`src/rtl/frame_seq_pkg.sv`:
```
// frame_seq_pkg: shared widths, state encoding and profile type for the frame sequencer
package frame_seq_pkg;
  localparam int PERIOD_W = 64;
  localparam int START_W = 32;
  localparam int DUTY_W = 16;
  localparam int CNT_W = 8;
  localparam int PROF_W = PERIOD_W + START_W + DUTY_W + CNT_W;
  typedef enum logic [2:0] {S_IDLE, S_LOAD, S_ARM, S_RUN, S_GAP, S_DONE} state_t;
  typedef struct packed {
    logic [PERIOD_W-1:0] period;
    logic [START_W-1:0] start;
    logic [DUTY_W-1:0] duty;
    logic [CNT_W-1:0] cnt;
  } profile_t;
endpackage

```
`src/rtl/frame_profile_ram.sv`:
```
// frame_profile_ram: profile register file with sync write, async read and async clear
module frame_profile_ram
  import frame_seq_pkg::*;
#(
  parameter int NUM_PROFILES = 4,
  parameter int IDX_W = 2
) (
  input  logic ref_clk_200m,
  input  logic reset_n,
  input  logic we,
  input  logic [IDX_W-1:0] wr_addr,
  input  logic [PROF_W-1:0] wr_data,
  input  logic [IDX_W-1:0] rd_addr,
  output logic [PROF_W-1:0] rd_data
);
  profile_t mem_q [NUM_PROFILES];
  profile_t mem_d [NUM_PROFILES];
  always_comb begin
    for (int i = 0; i < NUM_PROFILES; i++) mem_d[i] = (we && wr_addr == IDX_W'(i)) ? profile_t'(wr_data) : mem_q[i];
  end
  always_ff @(posedge ref_clk_200m or negedge reset_n) begin
    if (!reset_n) for (int i = 0; i < NUM_PROFILES; i++) mem_q[i] <= '0;
    else mem_q <= mem_d;
  end
  assign rd_data = mem_q[rd_addr];
endmodule

```
`src/rtl/frame_sequencer.sv`:
```
// frame_sequencer: plays a list of counter_frame profiles with optional gaps and looping
module frame_sequencer
  import frame_seq_pkg::*;
#(
  parameter int NUM_PROFILES = 4,
  parameter int IDX_W = 2,
  parameter int GAP_W = 16
) (
  input  logic ref_clk_200m,
  input  logic reset_n,
  input  logic cfg_we,
  input  logic [IDX_W-1:0] cfg_addr,
  input  logic [63:0] cfg_period,
  input  logic [31:0] cfg_start,
  input  logic [15:0] cfg_duty,
  input  logic [7:0] cfg_cnt,
  input  logic [IDX_W:0] seq_len,
  input  logic [GAP_W-1:0] gap_cycles,
  input  logic loop_en,
  input  logic go,
  input  logic abort,
  input  logic cf_done,
  output logic cf_reset,
  output logic cf_start,
  output logic [63:0] cf_period,
  output logic [31:0] cf_start_pos,
  output logic [15:0] cf_duty,
  output logic [7:0] cf_cnt_nums,
  output logic busy,
  output logic [IDX_W-1:0] cur_idx,
  output logic seq_done
);
  localparam logic [IDX_W:0] MAX_LEN = (IDX_W+1)'(NUM_PROFILES);
  state_t state_q, state_d, adv_state;
  logic [IDX_W-1:0] idx_q, idx_d, adv_idx;
  logic [IDX_W:0] len_q, len_d;
  logic [GAP_W-1:0] gap_len_q, gap_len_d, gap_q, gap_d;
  logic cf_reset_q, cf_reset_d, cf_start_q, cf_start_d, busy_q, busy_d, seq_done_q, seq_done_d, last;
  profile_t prof_q, prof_d, rd_prof;
  frame_profile_ram #(.NUM_PROFILES(NUM_PROFILES), .IDX_W(IDX_W)) u_ram (
    .ref_clk_200m(ref_clk_200m),
    .reset_n(reset_n),
    .we(cfg_we),
    .wr_addr(cfg_addr),
    .wr_data({cfg_period, cfg_start, cfg_duty, cfg_cnt}),
    .rd_addr(idx_d),
    .rd_data(rd_prof)
  );
  always_comb begin
    last = {1'b0, idx_q} + (IDX_W+1)'(1) >= len_q;
    adv_state = (last && !loop_en) ? S_DONE : S_LOAD;
    adv_idx = !last ? idx_q + IDX_W'(1) : loop_en ? '0 : idx_q;
    state_d = state_q;
    idx_d = idx_q;
    len_d = len_q;
    gap_len_d = gap_len_q;
    gap_d = gap_q;
    case (state_q)
      S_IDLE: if (go && !abort && seq_len != '0) begin
        state_d = S_LOAD;
        idx_d = '0;
        len_d = seq_len > MAX_LEN ? MAX_LEN : seq_len;
        gap_len_d = gap_cycles;
      end
      S_LOAD: state_d = S_ARM;
      S_ARM: state_d = S_RUN;
      S_RUN: if (cf_done) begin
        state_d = gap_len_q == '0 ? adv_state : S_GAP;
        idx_d = gap_len_q == '0 ? adv_idx : idx_q;
        gap_d = gap_len_q - GAP_W'(1);
      end
      S_GAP: begin
        state_d = gap_q == '0 ? adv_state : S_GAP;
        idx_d = gap_q == '0 ? adv_idx : idx_q;
        gap_d = gap_q - GAP_W'(1);
      end
      default: state_d = S_IDLE;
    endcase
    if (abort && state_q != S_IDLE) begin
      state_d = S_IDLE;
      idx_d = idx_q;
    end
    cf_reset_d = !(state_d inside {S_ARM, S_RUN});
    cf_start_d = state_d == S_RUN;
    busy_d = state_d != S_IDLE;
    seq_done_d = state_d == S_DONE;
    prof_d = state_d == S_LOAD ? rd_prof : prof_q;
  end
  always_ff @(posedge ref_clk_200m or negedge reset_n) begin
    if (!reset_n) begin
      state_q <= S_IDLE;
      idx_q <= '0;
      len_q <= '0;
      gap_len_q <= '0;
      gap_q <= '0;
      cf_reset_q <= 1'b1;
      cf_start_q <= 1'b0;
      busy_q <= 1'b0;
      seq_done_q <= 1'b0;
      prof_q <= '0;
    end else begin
      state_q <= state_d;
      idx_q <= idx_d;
      len_q <= len_d;
      gap_len_q <= gap_len_d;
      gap_q <= gap_d;
      cf_reset_q <= cf_reset_d;
      cf_start_q <= cf_start_d;
      busy_q <= busy_d;
      seq_done_q <= seq_done_d;
      prof_q <= prof_d;
    end
  end
  assign cf_reset = cf_reset_q;
  assign cf_start = cf_start_q;
  assign busy = busy_q;
  assign seq_done = seq_done_q;
  assign cur_idx = idx_q;
  assign cf_period = prof_q.period;
  assign cf_start_pos = prof_q.start;
  assign cf_duty = prof_q.duty;
  assign cf_cnt_nums = prof_q.cnt;
endmodule

```
`config.mk`:
```
export PLATFORM = sky130hd
export DESIGN_NAME = frame_sequencer
export DESIGN_NICKNAME = d
export VERILOG_FILES = /design/src/rtl/frame_seq_pkg.sv /design/src/rtl/frame_profile_ram.sv /design/src/rtl/frame_sequencer.sv
export SDC_FILE = /design/constraint.sdc
export NUM_CORES = 1
export LEC_CHECK = 0
export CAP_MARGIN = 40
export CORE_UTILIZATION = 59
export CTS_CLUSTER_DIAMETER = 120
export DETAILED_ROUTE_END_ITERATION = 6
export DONT_BUFFER_PORTS = 1
export PLACE_DENSITY = 0.74
export SETUP_SLACK_MARGIN = 0.02
export SLEW_MARGIN = 20
export SYNTH_ARGS = -nofsm -noshare
export SYNTH_HDL_FRONTEND = slang
export SYNTH_SLANG_ARGS = --single-unit
```
`constraint.sdc`:
```
create_clock -name ref_clk_200m -period 4.38 [get_ports ref_clk_200m]
set_input_delay 0.438 -clock ref_clk_200m [delete_from_list [all_inputs] [get_ports ref_clk_200m]]
set_output_delay 0.438 -clock ref_clk_200m [all_outputs]
set_load 0.005 [all_outputs]
```
==> run summary, run 1 <==
=================================================================================
Number of global-route vias before repair                                  19,500
EDFF count, synth                                                               0
Effective utilization at floorplan                                          0.602
CP Capture Type                                                         flip-flop
Wire length reported by the detailed router                               65.3 mm
Final count of pins violating max slew                                        536
Leading post-synthesis cells by cell area                            sky130_fd_sc_hd__dfrtp_1 54%, sky130_fd_sc_hd__mux2_2 21%, sky130_fd_sc_hd__mux2i_1 4.4%
Setup violations, final                                                         0
Fraction of final layout cells with drive strength greater than 1           0.355
Max Used Layer                                                               met5
Part of the cycle the worst path needs                                      0.845
Power density normalized to cell area                                  533 nW/um2
Number of setup buffers added after CTS                                         0
Reg clk slew, reported paths                                              0.06 ns
Quantity of hold-fixing buffers added after cts                               138
Flops & latches, synth                                                        644
TritonCTS clock tree                                                        built
Initial antenna violation count                                                10
Clock insertion delay at the later pin of the skew report                 0.59 ns
Crit Path Class                                                      flip-flop to flip-flop
Row cnt                                                                        81
Total negative setup slack                                                   0 ns
Fraction of synthesis flops using an asynchronous set or reset pin           1.00
Tightest hold margin                                                    -0.448 ns
Number of endpoints with negative hold slack in the final report              491
Violated checks                                                      hold timing, slew limit
Global-route wire length before repair                                     105 mm
Count leader, synth                                                  sky130_fd_sc_hd__dfrtp_1
Arr. time, crit path                                                      4.18 ns
Instance area at placement                                             30,200 um2
Cell count after synthesis                                                  2,252
Resized cells post-CTS                                                          0
Count of cells along the worst register-to-register path                       10
Mean number of vias per cell                                                 6.08
Kind of start point of the critical path                                flip-flop
Number of max-capacitance violations reported                                   0
Met3 wirelength from detailed routing                                     3.82 mm
WL per Instance                                                           21.5 um
R2R Setup Slk                                                             0.68 ns
Standby leakage power                                                     13.6 nW
Boundary pin count                                                            274
Router iterations before antenna repair                                         5
Top-area cell type share of the netlist area                                0.543
Max-slew headroom at the worst pin                                         -0.488
Maximum vdd ir drop                                                      0.346 mV
Mapped Area                                                            29,700 um2
Number of filler cells placed in the layout                                 3,428
Length of routed met2 wiring                                              32.4 mm
Class of the tightest hold or removal check                          input port to asynchronous set/reset pin
Post-DP HPWL                                                              37.6 mm
Number of buffers added on ports                                                0
Flip-flop cell with the highest count after synthesis                sky130_fd_sc_hd__dfrtp_1
Final weighted congestion in routability-driven placement                   0.825
Critical path required time                                               4.86 ns
Unrepaired setup endpoints after global routing                                no
Met1 layer wirelength in the final routing                                27.6 mm
Aggregate global-route resource usage                                       0.259
Number of clock sinks seen by CTS                                             644
Highest attainable clock frequency                                        270 MHz
Highest fanout seen on the critical path                                       39
Yosys cell types                                                               64
Worst r2r src                                                          cur_idx[0]
Final worst path period need                                              3.70 ns
Largest net degree at the start of global routing                             645
Post-layout net count                                                       2,475
Status                                                               finished with violations
Worst clock skew                                                        0.0107 ns
FF-to-FF End                                                         cf_start_pos[7]
Vertical die dimension                                                     226 um
Cts bufs inserted                                                              67
Largest buffer count on any clock path                                          3
Deepest level of the CTS H-tree                                                 3
Drt drc                                                                         0
Initial DRC Count                                                           1,086
Share of synthesized area occupied by flip-flops and latches                0.543
Die Wd                                                                     226 um
Synthesis-to-layout area growth                                             13.8%
Warnings from Yosys                                                             0
Area of the die                                                        51,200 um2
Leading cell types by count after synthesis                          643 x sky130_fd_sc_hd__dfrtp_1, 549 x sky130_fd_sc_hd__mux2_2, 247 x sky130_fd_sc_hd__nor3_1, 153 x sky130_fd_sc_hd__nor2_1, 129 x sky130_fd_sc_hd__mux2i_1
Root buffer selected by CTS                                          sky130_fd_sc_hd__clkbuf_16
Top cell type by total area after synthesis                          sky130_fd_sc_hd__dfrtp_1
Mean cell area of the mapped netlist                                     13.2 um2
Floorplan core area                                                    49,300 um2
Transition time at the pin with the least slew margin                     2.23 ns
Non-Filler Cell Area, Final                                            33,800 um2
Post-synth net total                                                        2,405
Count of nets left with antenna violations after detail routing                 0
Via total after detailed routing                                           18,500
Total congestion overflow after global routing                                  0
=================================================================================
## power by group
| part | total [W] | switching (W) | internal [W] |
|---|---|---|---|
| Sequential | 0.00883 | 0.00129 | 0.00753 |
| Combinational | 0.00354 | 0.00164 | 0.00190 |
| Clock | 0.00563 | 0.00229 | 0.00334 |
| Total | 0.0180 | 0.00523 | 0.0128 |
## critical path: stages (launching register included)
cell and delay [ns]:
sky130_fd_sc_hd__dfrtp_1 0.44, sky130_fd_sc_hd__ha_1 0.23, sky130_fd_sc_hd__ha_1 0.29, sky130_fd_sc_hd__a21o_1 0.18, sky130_fd_sc_hd__a31oi_1 0.30, sky130_fd_sc_hd__o21ai_0 0.29, sky130_fd_sc_hd__a21oi_2 0.31, sky130_fd_sc_hd__mux2_8 0.54
sky130_fd_sc_hd__buf_4 0.37, sky130_fd_sc_hd__mux2_2 0.37, sky130_fd_sc_hd__a211oi_1 0.25
## area by class of cell
cell class,instances,area (um2),share of cell area
repair buffers,175,1870,0.0555
clock buffers,100,2090,0.0618
well taps,664,831,0.0246
multi-input cells,1426,12700,0.376
flip-flops and latches,644,16100,0.477
inverters,8,30.0,0.000890
diodes,9,22.5,0.000667
clock inverters,16,111,0.00330
## layer usage
metal / track usage / vias up
met1: 0.327 / 9631
met2: 0.432 / 384
met3: 0.0660 / 105
met5: 0 / -
met4: 0.0872 / 2
li1: - / 8368
## logic make-up (layout without fill, tap and decap cells)
group           after synthesis  in the layout  share of synthesized area
mux                         743            743                      0.285
flops                       644            644                      0.543
simple gates                466            466                     0.0740
compound gates              211            211                     0.0640
buf+inv                     182            299                     0.0313
fa+ha+maj                     5              5                    0.00211
xor+xnor                      1              1                   0.000295
other cells                   0              9                          0
## registers in the layout, indices dropped and copies added (netlist names)
signal,flops
gap_len_q,16
cf_reset,1
gap_q,16
seq_done,1
state_q,3
cf_duty,16
len_q,3
cf_start,1
cur_idx,2
u_ram.mem_q,480
cf_start_pos,32
cf_cnt_nums,8
busy,1
cf_period,64
## layout by cell type (no fill, tap or decap), types with 3 or more instances in the layout
master                            n
sky130_fd_sc_hd__dlygate4sd3_1  138
sky130_fd_sc_hd__mux2_4          65
sky130_fd_sc_hd__a211oi_1        59
sky130_fd_sc_hd__a21o_1           3
sky130_fd_sc_hd__or3_1            3
sky130_fd_sc_hd__ha_1             5
sky130_fd_sc_hd__clkbuf_16       71
sky130_fd_sc_hd__buf_4           19
sky130_fd_sc_hd__a311oi_1         3
sky130_fd_sc_hd__nand3b_1         5
sky130_fd_sc_hd__a2111oi_0        4
sky130_fd_sc_hd__buf_12          16
sky130_fd_sc_hd__o21bai_1         3
sky130_fd_sc_hd__nand4_1          3
sky130_fd_sc_hd__nand3_1          4
sky130_fd_sc_hd__mux2_2         548
sky130_fd_sc_hd__inv_1            8
sky130_fd_sc_hd__nand2b_1         7
sky130_fd_sc_hd__and2_1           4
sky130_fd_sc_hd__nor2_1         153
sky130_fd_sc_hd__clkinv_2        13
sky130_fd_sc_hd__nand2_1         25
sky130_fd_sc_hd__a21oi_1         16
sky130_fd_sc_hd__o21ai_0         15
sky130_fd_sc_hd__nor4_1           4
sky130_fd_sc_hd__mux2i_1        129
sky130_fd_sc_hd__dfrtp_1        643
sky130_fd_sc_hd__diode_2          9
sky130_fd_sc_hd__a21boi_1         4
sky130_fd_sc_hd__clkbuf_8        20
sky130_fd_sc_hd__nor3_1         247
sky130_fd_sc_hd__clkbuf_1         9
sky130_fd_sc_hd__a31oi_1          6
sky130_fd_sc_hd__a211oi_2        65
## through the flow
step | hold slack [ns] | total power [W] | cells | worst slack [ns] | util
after floorplan | 0.142 | 0.0112 | 2252 | 1.21 | -
after global placement | 0.157 | 0.0120 | 2775 | 0.807 | 0.611
after detailed placement | 0.161 | 0.0123 | 2779 | 0.654 | 0.612
after CTS | -0.475 | 0.0181 | 3033 | 0.653 | 0.685
after global routing | -0.468 | 0.0189 | 3041 | 0.437 | 0.685
final | -0.448 | 0.0180 | 3042 | 0.680 | 0.685
## worst max path at each step
stage | start | to | slack, ns | cells after the start
6_report | cur_idx[0] | cf_start_pos[7] | 0.68 | 10
5_1_grt | cur_idx[0] | cf_start_pos[7] | 0.44 | 10
4_1_cts | cur_idx[0] | cf_start_pos[7] | 0.65 | 10
3_5_place_dp | cur_idx[1] | cf_start_pos[7] | 0.65 | 10
3_3_place_gp | cur_idx[0] | cf_start_pos[7] | 0.81 | 10
2_1_floorplan | state_q[1] | gap_q[12] | 1.21 | 10
Note: power is estimated with default switching activity, not from simulation.
==> run 2: changes to the inputs <==
Settings changed: CORE_UTILIZATION 59 to 58, PLACE_DENSITY 0.74 to 0.75.
Clock period 4.38 ns to 3.3 ns, I/O delays scaled along.
==> run 2 against run 1 <==
  * The flow still finishes with violations (hold timing, slew limit)
  * Sequential power grew 33%
  * Wire length grew 5.1%
  * Global-route usage grew 0.12 points
  * Largest power group unchanged
  * Via count grew 1.3%
  * Core utilization shrank 0.15 points
  * Critical path type unchanged
  * Final cell count grew 1.6%
==> run summary, run 2 (synthesized netlist as in run 1, its figures left out) <==
=====================================================================================
Status                                                                   finished with violations
Violated checks                                                          hold timing, slew limit
Number of buffers added on ports                                                    0   unchanged
Number of flip-flops in the largest register                                      480   unchanged
Number of clock sinks seen by CTS                                                 644   unchanged
Max-slew headroom at the worst pin                                             -0.338   +0.150
Deepest level of the CTS H-tree                                                     3   unchanged
Tightest hold margin                                                        -0.561 ns   -0.113 ns
Worst clock skew                                                            0.0228 ns   +0.0121 ns
Setup violations, final                                                             0   unchanged
Instance area at placement                                                 30,500 um2   +1.2%
Number of max-capacitance violations reported                                       0   unchanged
Post-layout net count                                                           2,512   +1.5%
Largest buffer count on any clock path                                              3   unchanged
Reg clk slew, reported paths                                                  0.06 ns   about the same
Worst r2r src                                                            gap_len_q[15]
Final design utilization                                                        0.684   -0.00149
Effective utilization at floorplan                                              0.590   -0.0122
Initial antenna violation count                                                    11   +1
Most frequent standard cell in the layout excluding fill and tap cells   sky130_fd_sc_hd__dfrtp_1
R2R Setup Slk                                                                 0.12 ns   -0.56 ns
Highest-count cells in the layout ignoring fill and taps                 643 x sky130_fd_sc_hd__dfrtp_1, 548 x sky130_fd_sc_hd__mux2_2, 247 x sky130_fd_sc_hd__nor3_1
Vertical die dimension                                                         228 um   +0.85%
Number of endpoints with negative hold slack in the final report                  644   +31%
Post-placement cell count                                                       2,811   +1.2%
Global-route wire length before repair                                         109 mm   +3.7%
Transition time at the pin with the least slew margin                         2.01 ns   -0.226 ns
Slowest stage delay, CP                                                       0.49 ns   -0.05 ns
Final weighted congestion in routability-driven placement                       0.842   +2.1%
Most flop-heavy register                                                  u_ram.mem_q
Arr. time, crit path                                                          3.67 ns   -0.51 ns
WL per Instance                                                               22.2 um   +3.4%
Aggregate global-route resource usage                                           0.260   +0.00122
Via total after detailed routing                                               18,700   +1.3%
Non-Filler Cell Area, Final                                                34,400 um2   +1.8%
Largest delay contributor family on the critical path                    simple AND/OR/NAND/NOR gates
Fraction of final layout cells with drive strength greater than 1               0.362   +0.00695
Router iterations before antenna repair                                             5   unchanged
Total congestion overflow after global routing                                      0   unchanged
CP Capture Type                                                             flip-flop
Clock insertion delay at the later pin of the skew report                     0.61 ns   +0.02 ns
Count of nets left with antenna violations after detail routing                     0   unchanged
Count of cells along the worst register-to-register path                            8   -2
Class of the tightest hold or removal check                              input port to asynchronous set/reset pin
Root buffer selected by CTS                                              sky130_fd_sc_hd__clkbuf_16
Final worst path period need                                                  3.18 ns   -0.520 ns
Power density normalized to cell area                                      711 nW/um2   +33%
TritonCTS clock tree                                                            built
Critical path required time                                                   3.79 ns   -1.07 ns
Count of buffering cells on the critical path with inverters included               1   unchanged
FF-to-FF End                                                             cf_period[63]
Wire length reported by the detailed router                                   68.6 mm   +5.1%
Row cnt                                                                            82   +1.2%
Part of the cycle the worst path needs                                          0.964   +0.119
Mean number of vias per cell                                                     6.06   -0.34%
Largest net degree at the start of global routing                                 645   unchanged
Synthesis-to-layout area growth                                                 15.9%
Kind of start point of the critical path                                    flip-flop
Number of filler cells placed in the layout                                     3,411   -0.50%
Boundary pin count                                                                274   unchanged
Cts bufs inserted                                                                  68   +1.5%
Cells traversed along the worst timing path                              nor4_1 > nand4_1 > or3_1 > a21oi_4 > mux2_8 > buf_12 > mux2_2 > a211oi_1
Highest fanout seen on the critical path                                           32   -18%
Area occupied by registers                                                 16,100 um2   unchanged
Standby leakage power                                                         13.9 nW   +2.1%
Crit Path Class                                                          flip-flop to flip-flop
Final count of pins violating max slew                                            408   -24%
Drt drc                                                                             0   unchanged
Area of the die                                                            52,000 um2   +1.7%
Number of global-route vias before repair                                      20,200   +3.9%
Total design power                                                           0.0244 W   +36%
Multi-input logic area                                                     12,700 um2   +0.40%
Post-DP HPWL                                                                  38.2 mm   +1.6%
Highest attainable clock frequency                                            314 MHz   +16%
Initial DRC Count                                                               1,209   +11%
Die Wd                                                                         228 um   +0.85%
Quantity of hold-fixing buffers added after cts                                   142   +2.9%
Maximum vdd ir drop                                                          0.519 mV   +50%
Number of standard cells in the final layout excluding fillers                  3,091   +1.6%
CP max stage cell                                                        sky130_fd_sc_hd__or3_1
Floorplan core area                                                        50,300 um2   +2.1%
=====================================================================================
-- run 2: cell types whose count changed in the layout (fill, tap and decap cells not counted), moves of 3 or more --
cell	delta
sky130_fd_sc_hd__buf_12	+11
sky130_fd_sc_hd__buf_4	+13
sky130_fd_sc_hd__clkbuf_1	+9
sky130_fd_sc_hd__clkinv_2	-4
sky130_fd_sc_hd__clkbuf_8	-3
sky130_fd_sc_hd__dlygate4sd3_1	+4
sky130_fd_sc_hd__bufinv_16	+3
sky130_fd_sc_hd__inv_6	+3
-- run 2: final cells by class --
cell class / count / share of cell area
flip-flops and latches: 644 / 0.469
multi-input cells: 1428 / 0.370
repair buffers: 209 / 0.0689
clock buffers: 105 / 0.0597
well taps: 672 / 0.0245
clock inverters: 18 / 0.00630
inverters: 8 / 0.000873
diodes: 7 / 0.000510
-- run 2: how the worst max path moves through the flow --
stage / start / endpoint / depth (start not counted)
3_3_place_gp: cur_idx[0] / cf_cnt_nums[2] / 10
4_1_cts: cur_idx[0] / cf_period[63] / 10
5_1_grt: cur_idx[0] / cf_period[63] / 10
6_report: gap_len_q[15] / cf_period[63] / 8
2_1_floorplan: state_q[1] / gap_q[12] / 10
3_5_place_dp: cur_idx[0] / cf_period[63] / 10
-- run 2: routing by layer --
metal,wire length [um],global-route usage
met5,51,0
met4,1640,0.0891
met3,4140,0.0730
met2,33400,0.430
met1,29400,0.329
-- run 2: repair_timing --
action / CTS / global route
endpoints found under the hold margin: 1145 / 644
resized for setup: 0 / 7
buffers inserted: 0 / 2
setup endpoints to repair: 0 / 118
-- run 2: worst register-to-register path, stage by stage, from the launching register on --
cell and delay (ns):
sky130_fd_sc_hd__dfrtp_1 0.43, sky130_fd_sc_hd__nor4_1 0.36, sky130_fd_sc_hd__nand4_1 0.23, sky130_fd_sc_hd__or3_1 0.49
sky130_fd_sc_hd__a21oi_4 0.32, sky130_fd_sc_hd__mux2_8 0.33, sky130_fd_sc_hd__buf_12 0.28, sky130_fd_sc_hd__mux2_2 0.41
sky130_fd_sc_hd__a211oi_1 0.23
-- run 2: report_power, final --
group | leakage [nW] | internal [W] | total (W) | switching, W
sequential | 7.53 | 0.0100 | 0.0117 | 0.00169
clock | 1.12 | 0.00461 | 0.00774 | 0.00313
combinational | 5.20 | 0.00266 | 0.00500 | 0.00235
-- run 2: metrics by stage --
stage	TNS, ns	setup slack, ns
after global placement	0	0.133
after detailed placement	0	0.0758
after CTS	0	0.0492
after global routing	-0.0598	-0.0171
after floorplan	0	0.129
final	0	0.120
==> run 3: changes to the inputs <==
Settings changed: CELL_PAD_IN_SITES_DETAIL_PLACEMENT set to 1, CELL_PAD_IN_SITES_GLOBAL_PLACEMENT set to 2, CORE_UTILIZATION 58 to 40, PLACE_DENSITY 0.75 to 0.74.
==> run 3 against run 2 <==
  * Clock power up 5.9%
  * Core utilization down 20 points
  * Highest routed layer unchanged
  * Flip-flop and latch count unchanged
  * Design area up 2.4%
  * Die area up 45%
  * The flow finishes with violations (DRC)
  * Register-to-register slack better by 0.07 ns
  * Power up 3.0%
  * Global-route usage down 5.7 points
  * Non-clock buffer count up 23
  * Largest cell class unchanged
  * Wire length up 12%
  * Via count up 0.79%
==> run summary, run 3 (synthesized netlist as in run 1, its figures left out) <==
=====================================================================================
Status                                                                   finished with violations
Violated checks                                                                   DRC
Number of flip-flops in the largest register                                      480   unchanged
TritonCTS clock tree                                                            built
Number of filler cells placed in the layout                                     7,316   +110%
Final worst path period need                                                  3.11 ns   -0.0684 ns
Wire length reported by the detailed router                                   76.6 mm   +12%
Slowest stage delay, CP                                                       0.42 ns   -0.07 ns
Standby leakage power                                                         14.1 nW   +1.6%
Drt drc                                                                            32   +32
Effective utilization at floorplan                                              0.405   -0.185
Number of global-route vias before repair                                      21,100   +4.3%
Highest attainable clock frequency                                            321 MHz   +2.2%
Number of buffers added on ports                                                    0   unchanged
Total negative setup slack                                                       0 ns   unchanged
Highest fanout seen on the critical path                                           31   -3.1%
Root buffer selected by CTS                                              sky130_fd_sc_hd__clkbuf_16
Area of the die                                                            75,200 um2   +45%
Multi-input logic area                                                     12,700 um2   -0.15%
Worst r2r src                                                              cur_idx[1]
Count of cells along the worst register-to-register path                           11   +3
Number of clock sinks seen by CTS                                                 644   unchanged
R2R Setup Slk                                                                 0.19 ns   +0.07 ns
Die Wd                                                                         274 um   +20%
Highest-count cells in the layout ignoring fill and taps                 643 x sky130_fd_sc_hd__dfrtp_1, 548 x sky130_fd_sc_hd__mux2_2, 247 x sky130_fd_sc_hd__nor3_1
Largest net degree at the start of global routing                                 645   unchanged
Part of the cycle the worst path needs                                          0.943   -0.0207
Endpoint, Worst Hold                                                     u_ram.mem_q[60]
Count of buffering cells on the critical path with inverters included               2   +1
Critical path required time                                                   3.81 ns   +0.02 ns
Synthesis-to-layout area growth                                                 18.7%
Max-slew headroom at the worst pin                                              0.426   +0.764
Row cnt                                                                            99   +21%
Via total after detailed routing                                               18,900   +0.79%
Most flop-heavy register                                                  u_ram.mem_q
Post-layout net count                                                           2,540   +1.1%
FF-to-FF End                                                             cf_period[32]
Hold Crit Depth                                                                     2
Hold path startpoint                                                      cfg_addr[1]
Maximum vdd ir drop                                                          0.402 mV   -22%
Number of endpoints with negative hold slack in the final report                    0   -100%
Vertical die dimension                                                         274 um   +20%
CP max stage cell                                                        sky130_fd_sc_hd__dfrtp_1
Transition time at the pin with the least slew margin                        0.861 ns   -1.15 ns
Cts bufs inserted                                                                  75   +10%
Cells traversed along the worst timing path                              ha_1 > ha_1 > a21o_1 > a31oi_4 > o211a_1 > o221ai_4 > mux2_8 > buf_12 > buf_12 > mux2_4 > a211oi_2
Router iterations before antenna repair                                             7   +2
Class of the tightest hold or removal check                              input port to flip-flop
Deepest level of the CTS H-tree                                                     3   unchanged
Unrepaired setup endpoints after global routing                                    no
Initial antenna violation count                                                     9   -2
Total congestion overflow after global routing                                      0   unchanged
Largest buffer count on any clock path                                              3   unchanged
Aggregate global-route resource usage                                           0.203   -0.0566
CP Capture Type                                                             flip-flop
Number of standard cells in the final layout excluding fillers                  3,404   +10%
Global-route wire length before repair                                         121 mm   +12%
Final weighted congestion in routability-driven placement                       0.781   -7.2%
Fraction of final layout cells with drive strength greater than 1               0.368   +0.00681
Crit Path Class                                                          flip-flop to flip-flop
Kind of start point of the critical path                                    flip-flop
Post-DP HPWL                                                                  45.2 mm   +18%
WL per Instance                                                               22.5 um   +1.3%
Floorplan core area                                                        73,200 um2   +46%
Most frequent standard cell in the layout excluding fill and tap cells   sky130_fd_sc_hd__dfrtp_1
Initial DRC Count                                                                 928   -23%
Clock insertion delay at the later pin of the skew report                     0.61 ns   about the same
Post-placement cell count                                                       3,115   +11%
Reg clk slew, reported paths                                                  0.06 ns   about the same
Arr. time, crit path                                                          3.63 ns   -0.04 ns
Area occupied by registers                                                 16,100 um2   unchanged
Count of nets left with antenna violations after detail routing                     0   unchanged
Final count of pins violating max slew                                              0   -100%
Setup violations, final                                                             0   unchanged
Worst clock skew                                                            0.0233 ns   +0.000534 ns
Number of max-capacitance violations reported                                       0   unchanged
Boundary pin count                                                                274   unchanged
Largest delay contributor family on the critical path                    compound AO/OA/AOI/OAI gates
Power density normalized to cell area                                      715 nW/um2   +0.63%
Mean number of vias per cell                                                     5.54   -8.5%
=====================================================================================
-- run 3: cell count changes in the layout (fill, tap and decap cells not counted), sizes merged --
| cell | previous run | this run |
|---|---|---|
| dlygate4sd3 | 142 | 143 |
| clkinv | 10 | 13 |
| buf | 64 | 87 |
| inv | 12 | 10 |
| clkbuf | 108 | 111 |
| mux2 | 616 | 614 |
-- run 3: power by group --
| part | internal [W] | switching (W) | total [W] |
|---|---|---|---|
| combinational | 0.00272 | 0.00254 | 0.00526 |
| sequential | 0.0100 | 0.00170 | 0.0117 |
| clock | 0.00491 | 0.00329 | 0.00820 |
-- run 3: metrics by stage --
step / power, W / utilization / hold slack, ns / setup slack, ns / area (um2)
after floorplan: 0.0149 / - / 0.0344 / 0.129 / 29700
after global placement: 0.0163 / 0.423 / 0.0679 / 0.0111 / 31000
after detailed placement: 0.0167 / 0.424 / 0.0619 / -0.0841 / 31000
after CTS: 0.0253 / 0.477 / -0.602 / 0.0305 / 34900
after global routing: 0.0266 / 0.481 / 0.140 / 0.00977 / 35200
final: 0.0252 / 0.481 / 0.139 / 0.188 / 35200
-- run 3: worst reg2reg max path: cells and delay by family, from the launching register on --
family / cells / cell delay (ns)
AO/OA/AOI/OAI: 5 / 0.99
flip-flops: 1 / 0.42
adder cells (fa/ha/maj): 2 / 0.53
buffers and inverters: 2 / 0.38
multiplexers: 2 / 0.70
-- run 3: worst max-delay path by stage --
stage | start | endpoint | slack, ns | cells past startpoint
6_report | cur_idx[1] | cf_period[32] | 0.19 | 11
5_1_grt | cur_idx[1] | cf_cnt_nums[6] | 0.01 | 11
3_3_place_gp | cur_idx[1] | cf_cnt_nums[0] | 0.01 | 10
4_1_cts | cur_idx[1] | cf_start_pos[24] | 0.03 | 11
2_1_floorplan | state_q[1] | gap_q[12] | 0.13 | 10
3_5_place_dp | cur_idx[1] | cf_cnt_nums[0] | -0.08 | 10
-- run 3: routing by layer --
metal	up-vias	track usage	wire length (um)
met2	300	0.354	38800
met3	111	0.0488	4000
li1	8477	-	-
met1	9980	0.250	32200
met5	-	0	23
met4	4	0.0569	1530
-- run 3: what timing repair did --
| action | 4_1_cts | 5_1_grt |
|---|---|---|
| gates resized for setup | 0 | 10 |
| hold buffers | 142 | 2 |
| setup endpoints to repair | 64 | 118 |
| buffers inserted | 3 | 1 |
| cloned | 0 | 2 |
| endpoints found under the hold margin | 1146 | 332 |
| pin swaps | 1 | 1 |
-- run 3: area by class of cell --
type	count	share of cell area
repair buffers	232	0.0763
inverters	8	0.000853
diodes	7	0.000498
multi-input cells	1426	0.361
well taps	959	0.0341
flip-flops and latches	644	0.458
clock inverters	19	0.00679
clock buffers	109	0.0622
==> RTL change 1 (flow settings as in run 3) <==
Register the output `cf_start_pos`, cleared by the reset; this adds one clock of latency there. The other outputs are not delayed to match.
--- a/src/rtl/frame_sequencer.sv
+++ b/src/rtl/frame_sequencer.sv
@@ -119,3 +119,9 @@
   assign cf_period = prof_q.period;
-  assign cf_start_pos = prof_q.start;
+  always_ff @(posedge ref_clk_200m or negedge reset_n) begin
+    if (!reset_n) begin
+      cf_start_pos <= '0;
+    end else begin
+      cf_start_pos <= prof_q.start;
+    end
+  end
   assign cf_duty = prof_q.duty;
Check against the original RTL: not equivalent (Yosys sat finds a counterexample within 4 cycles, from zero or initial values and one cycle with reset_n low).
==> RTL change 1 against run 3 <==
Wire length increased by 10%. Sequential cell count up 32. Power grew 3.9%. Non-clock buffer count is 14 lower. Cell count barely moved. Setup slack got worse by 0.046 ns. Global-route usage increased by 1.3 points. Highest routed layer unchanged. Combinational power decreased by 3%. Cell area grew 1.7%. Count of clock-buffer cells in the layout rose by 11. Clock skew up 0.0065 ns. Clock power grew 6.5%. Synthesized area up 4.1%.
==> RTL change 1: results (changes against run 3) <==
Fmax=0.317 GHz (-1.5%); Non-clk bufs=218 (-6.0%); reg2reg setup slack=0.14 ns (-0.05 ns); multiplexer share of the synthesized area=0.267 (-0.0179); WHS Path Cells=3 (+1); hold bufs inserted after CTS=140 (-1.4%); R2R cell count=12 (+1); Filler cells=7534 (+3.0%); placed insts=3108 (-0.22%); largest net degree at the start of global routing=677 (+5.0%); crit path max fanout=17 (-45%); Net Sw Power=7.67 mW (+1.8%); adder-cell share of the synthesized area=0.00203 (-0.0000834); CLK BUF=120 (+10%); starting DRC count in detailed routing=1170 (+26%); Placement Cell Area=31500 µm² (+1.6%); fraction of layout cells with a size suffix above 1=0.335 (-0.0337); clock sink count=676 (+5.0%); postcts setup bufs=0 (-3); register area share after synthesis=0.548 (+0.00444); outcome=finished clean; Worst IR Drop VDD=395 µV (-1.7%); DRT Wirelength=84200 µm (+10%); hold path endpoint=cf_start; Relative slew margins=0.378 (-0.0474); antenna violations before repair=10 (+1); R2R Path End=cf_period[60]; Seq pwr share=0.470 (+0.005); routed via count=19770 (+4.8%); footprint of the multi-input gates=12300 µm² (-3.0%); Via-to-Cell Ratio=5.81 (+4.9%); critical path data arrival time=3.65 ns (+0.02 ns); number of library cell types mapped by synthesis=63 (-1.6%); area occupied by registers=16900 µm² (+5.0%); RePlAce Congestion=0.751 (-3.9%); metal3 WL=3920 µm (-2.1%); PostCTS Resize Cnt=2 (+2); ClkCell Share=0.0725 (+0.00349); Synth area leaders=dfrtp_1 55%, mux2_2 21%, nand4_1 4.7%, mux2i_1 4.3%, a221o_1 3.9%; DPL Wire Length=47900 µm (+6.1%); syn nets=2448 (+1.8%); M1 WL=36100 µm (+12%); RR Startpoint=cur_idx[0]; Post-Synth XOR/XNOR Area=0 (-0.000295); HP Start=abort; Layout Skew=0.0298 ns (+0.00646 ns); post-synthesis compound-gate area fraction=0.0584 (-0.00561); Comb pwr share=0.196 (-0.013); first-pass GRT wire length=134000 µm (+10%); comb_multi_in=1319 (-7.5%); Signal inverters=15 (+7); met2 usage in global routing=0.368 (+0.0145); Leak Pwr=14.5 nW (+2.9%); buffering overhead=0.0720 (-0.00429)
[RTL change 1: changes by cell type in the layout (fill, tap and decap cells not counted), moves of 32 or more]
cell / delta
nor3_1: -232
nand4_1: +231
nor2_1: -118
a221o_1: +117
a211oi_2: -67
mux2_4: -65
a211oi_1: -50
mux2_1: +40
dfrtp_1: +32
[RTL change 1: per-stage QoR]
| step | utilization | hold WS, ns | power [mW] |
|---|---|---|---|
| finish | 0.469 | 0.0732 | 26.1 |
| global route | 0.469 | 0.0871 | 27.5 |
| CTS | 0.466 | -0.604 | 26.2 |
| detailed placement | 0.414 | 0.0681 | 17.2 |
| global placement | 0.414 | 0.0575 | 16.7 |
| floorplan | - | 0.0344 | 15.9 |
[RTL change 1: critical path, cell delays in order, from the launching register on]
cell and delay, ns:
dfrtp_1 0.38, ha_1 0.21, ha_1 0.30, a21oi_1 0.19, o21ai_2 0.11, buf_4 0.16, a211oi_4 0.30, o21ai_4 0.13
nor2_4 0.18, buf_12 0.17, buf_12 0.18, mux2_1 0.36, a221o_1 0.37
==> RTL change 2 (config.mk and constraints of run 3) <==
Made on the original files. `NUM_PROFILES` is set to 4 in 2 places; all go to 8.
--- a/src/rtl/frame_profile_ram.sv
+++ b/src/rtl/frame_profile_ram.sv
@@ -4,3 +4,3 @@
 #(
-  parameter int NUM_PROFILES = 4,
+  parameter int NUM_PROFILES = 8,
   parameter int IDX_W = 2
--- a/src/rtl/frame_sequencer.sv
+++ b/src/rtl/frame_sequencer.sv
@@ -4,3 +4,3 @@
 #(
-  parameter int NUM_PROFILES = 4,
+  parameter int NUM_PROFILES = 8,
   parameter int IDX_W = 2,
Function: no difference found for any inputs over 4 cycles, from zero or initial values and one cycle with reset_n low; that may be too few to reach the edited logic, so the function may still have changed.
==> RTL change 2 against run 3 <==
Worst hold slack got worse by 0.11 ns. Combinational power fell by 17%. Largest power group unchanged. Wire length fell by 5.2%. Largest cell class unchanged. Via count fell by 9.5%. Sequential cell count did not move. Cell area fell by 4.6%. Setup slack got worse by 0.10 ns. Power fell by 3.5%. Synthesized area fell by 4.6%.
==> RTL change 2: results (changes against run 3) <==
critical path data arrival time=3.65 ns (+0.02 ns); Leak Pwr=14.6 nW (+3.6%); Num CTS Buffers=73 (-2.7%); Filler cells=6912 (-5.5%); metal3 WL=3760 µm (-6.0%); Fmax=0.311 GHz (-3.2%); pre-CTS setup slack=0.229 ns (+0.313 ns); routed via count=17086 (-9.5%); Relative slew margins=0.266 (-0.160); Root Driver=clkbuf_16; fin nets=2272 (-11%); postcts setup bufs=0 (-3); hold path endpoint=u_ram.mem_q[66]; Layout Skew=0.0182 ns (-0.00518 ns); starting DRC count in detailed routing=898 (-3.2%); outcome=finished clean; RR Startpoint=cur_idx[0]; CP max-delay cell=dfrtp_4; Max stage delay on crit path=0.48 ns (+0.06 ns); R2R cell count=10 (-1); met1 Use GR=0.253 (+0.00338); syn nets=2134 (-11%); All-Layer GR Usage=0.206 (+0.00234); first-pass GRT wire length=115000 µm (-5.4%); register area share after synthesis=0.570 (+0.0264); antenna viol nets, final=0 (unchanged); R2R Path End=cf_period[1]; Cell Int Power=17.2 mW (-2.5%); RePlAce Congestion=0.757 (-3.0%); Synth top cells by count=643 x dfrtp_1, 329 x mux2_2, 246 x mux2i_1; reg2reg setup slack=0.08 ns (-0.10 ns); Worst IR Drop VDD=452 µV (+12%); crit path max fanout=122 (+290%); antenna violations before repair=11 (+2); DPL Wire Length=42700 µm (-5.5%); fraction of layout cells with a size suffix above 1=0.283 (-0.0856); Critical Path Start=cur_idx[0]; Sw Ratio=0.292 (-0.00722); comb pwr=4.37 mW (-17%); M1 WL=30500 µm (-5.5%); DR WL met2=36500 µm (-5.9%); vias in the first global route=19595 (-7.1%); drt wl/cell=23.3 µm (+3.4%); critical path's top delay family=compound AO/OA/AOI/OAI gates; fin cells=3121 (-8.3%); Pre-antenna DRT Iters=4 (-3); Synth area leaders=dfrtp_1 57%, mux2_2 13%, mux2i_1 8.7%, mux2_1 6.8%, o221ai_2 5.3%; hold bufs inserted after CTS=138 (-2.8%); worst hold slack=0.0315 ns (-0.108 ns); met3 usage=0.0501 (+0.00135); placed insts=2837 (-8.9%)
-- RTL change 2: cell types whose count changed after synthesis, moves of 99 or more --
cell	run 3	this run
nand2_1	25	144
o221ai_2	1	100
mux2i_1	129	246
nor3_1	247	10
mux2_2	549	329
nor2_1	153	36
mux2_1	0	170
-- RTL change 2: cells by family (layout without fill, tap and decap cells) --
family,Yosys count,in the layout,share of synthesized area
compound gates,205,205,0.0793
fa+ha+maj,5,5,0.00221
buf+inv,144,338,0.0253
flops,644,644,0.570
mux,745,745,0.286
other cells,0,6,0
simple gates,238,238,0.0376
-- RTL change 2: cell type report --
cell class | count | area (µm²) | area share
repair buffers | 198 | 2230 | 0.0664
well taps | 940 | 1180 | 0.0350
multi-input cells | 1193 | 11500 | 0.342
clock inverters | 21 | 342 | 0.0102
diodes | 6 | 15.0 | 0.000447
clock buffers | 110 | 2170 | 0.0645
flip-flops and latches | 644 | 16100 | 0.480
inverters | 9 | 33.8 | 0.00101
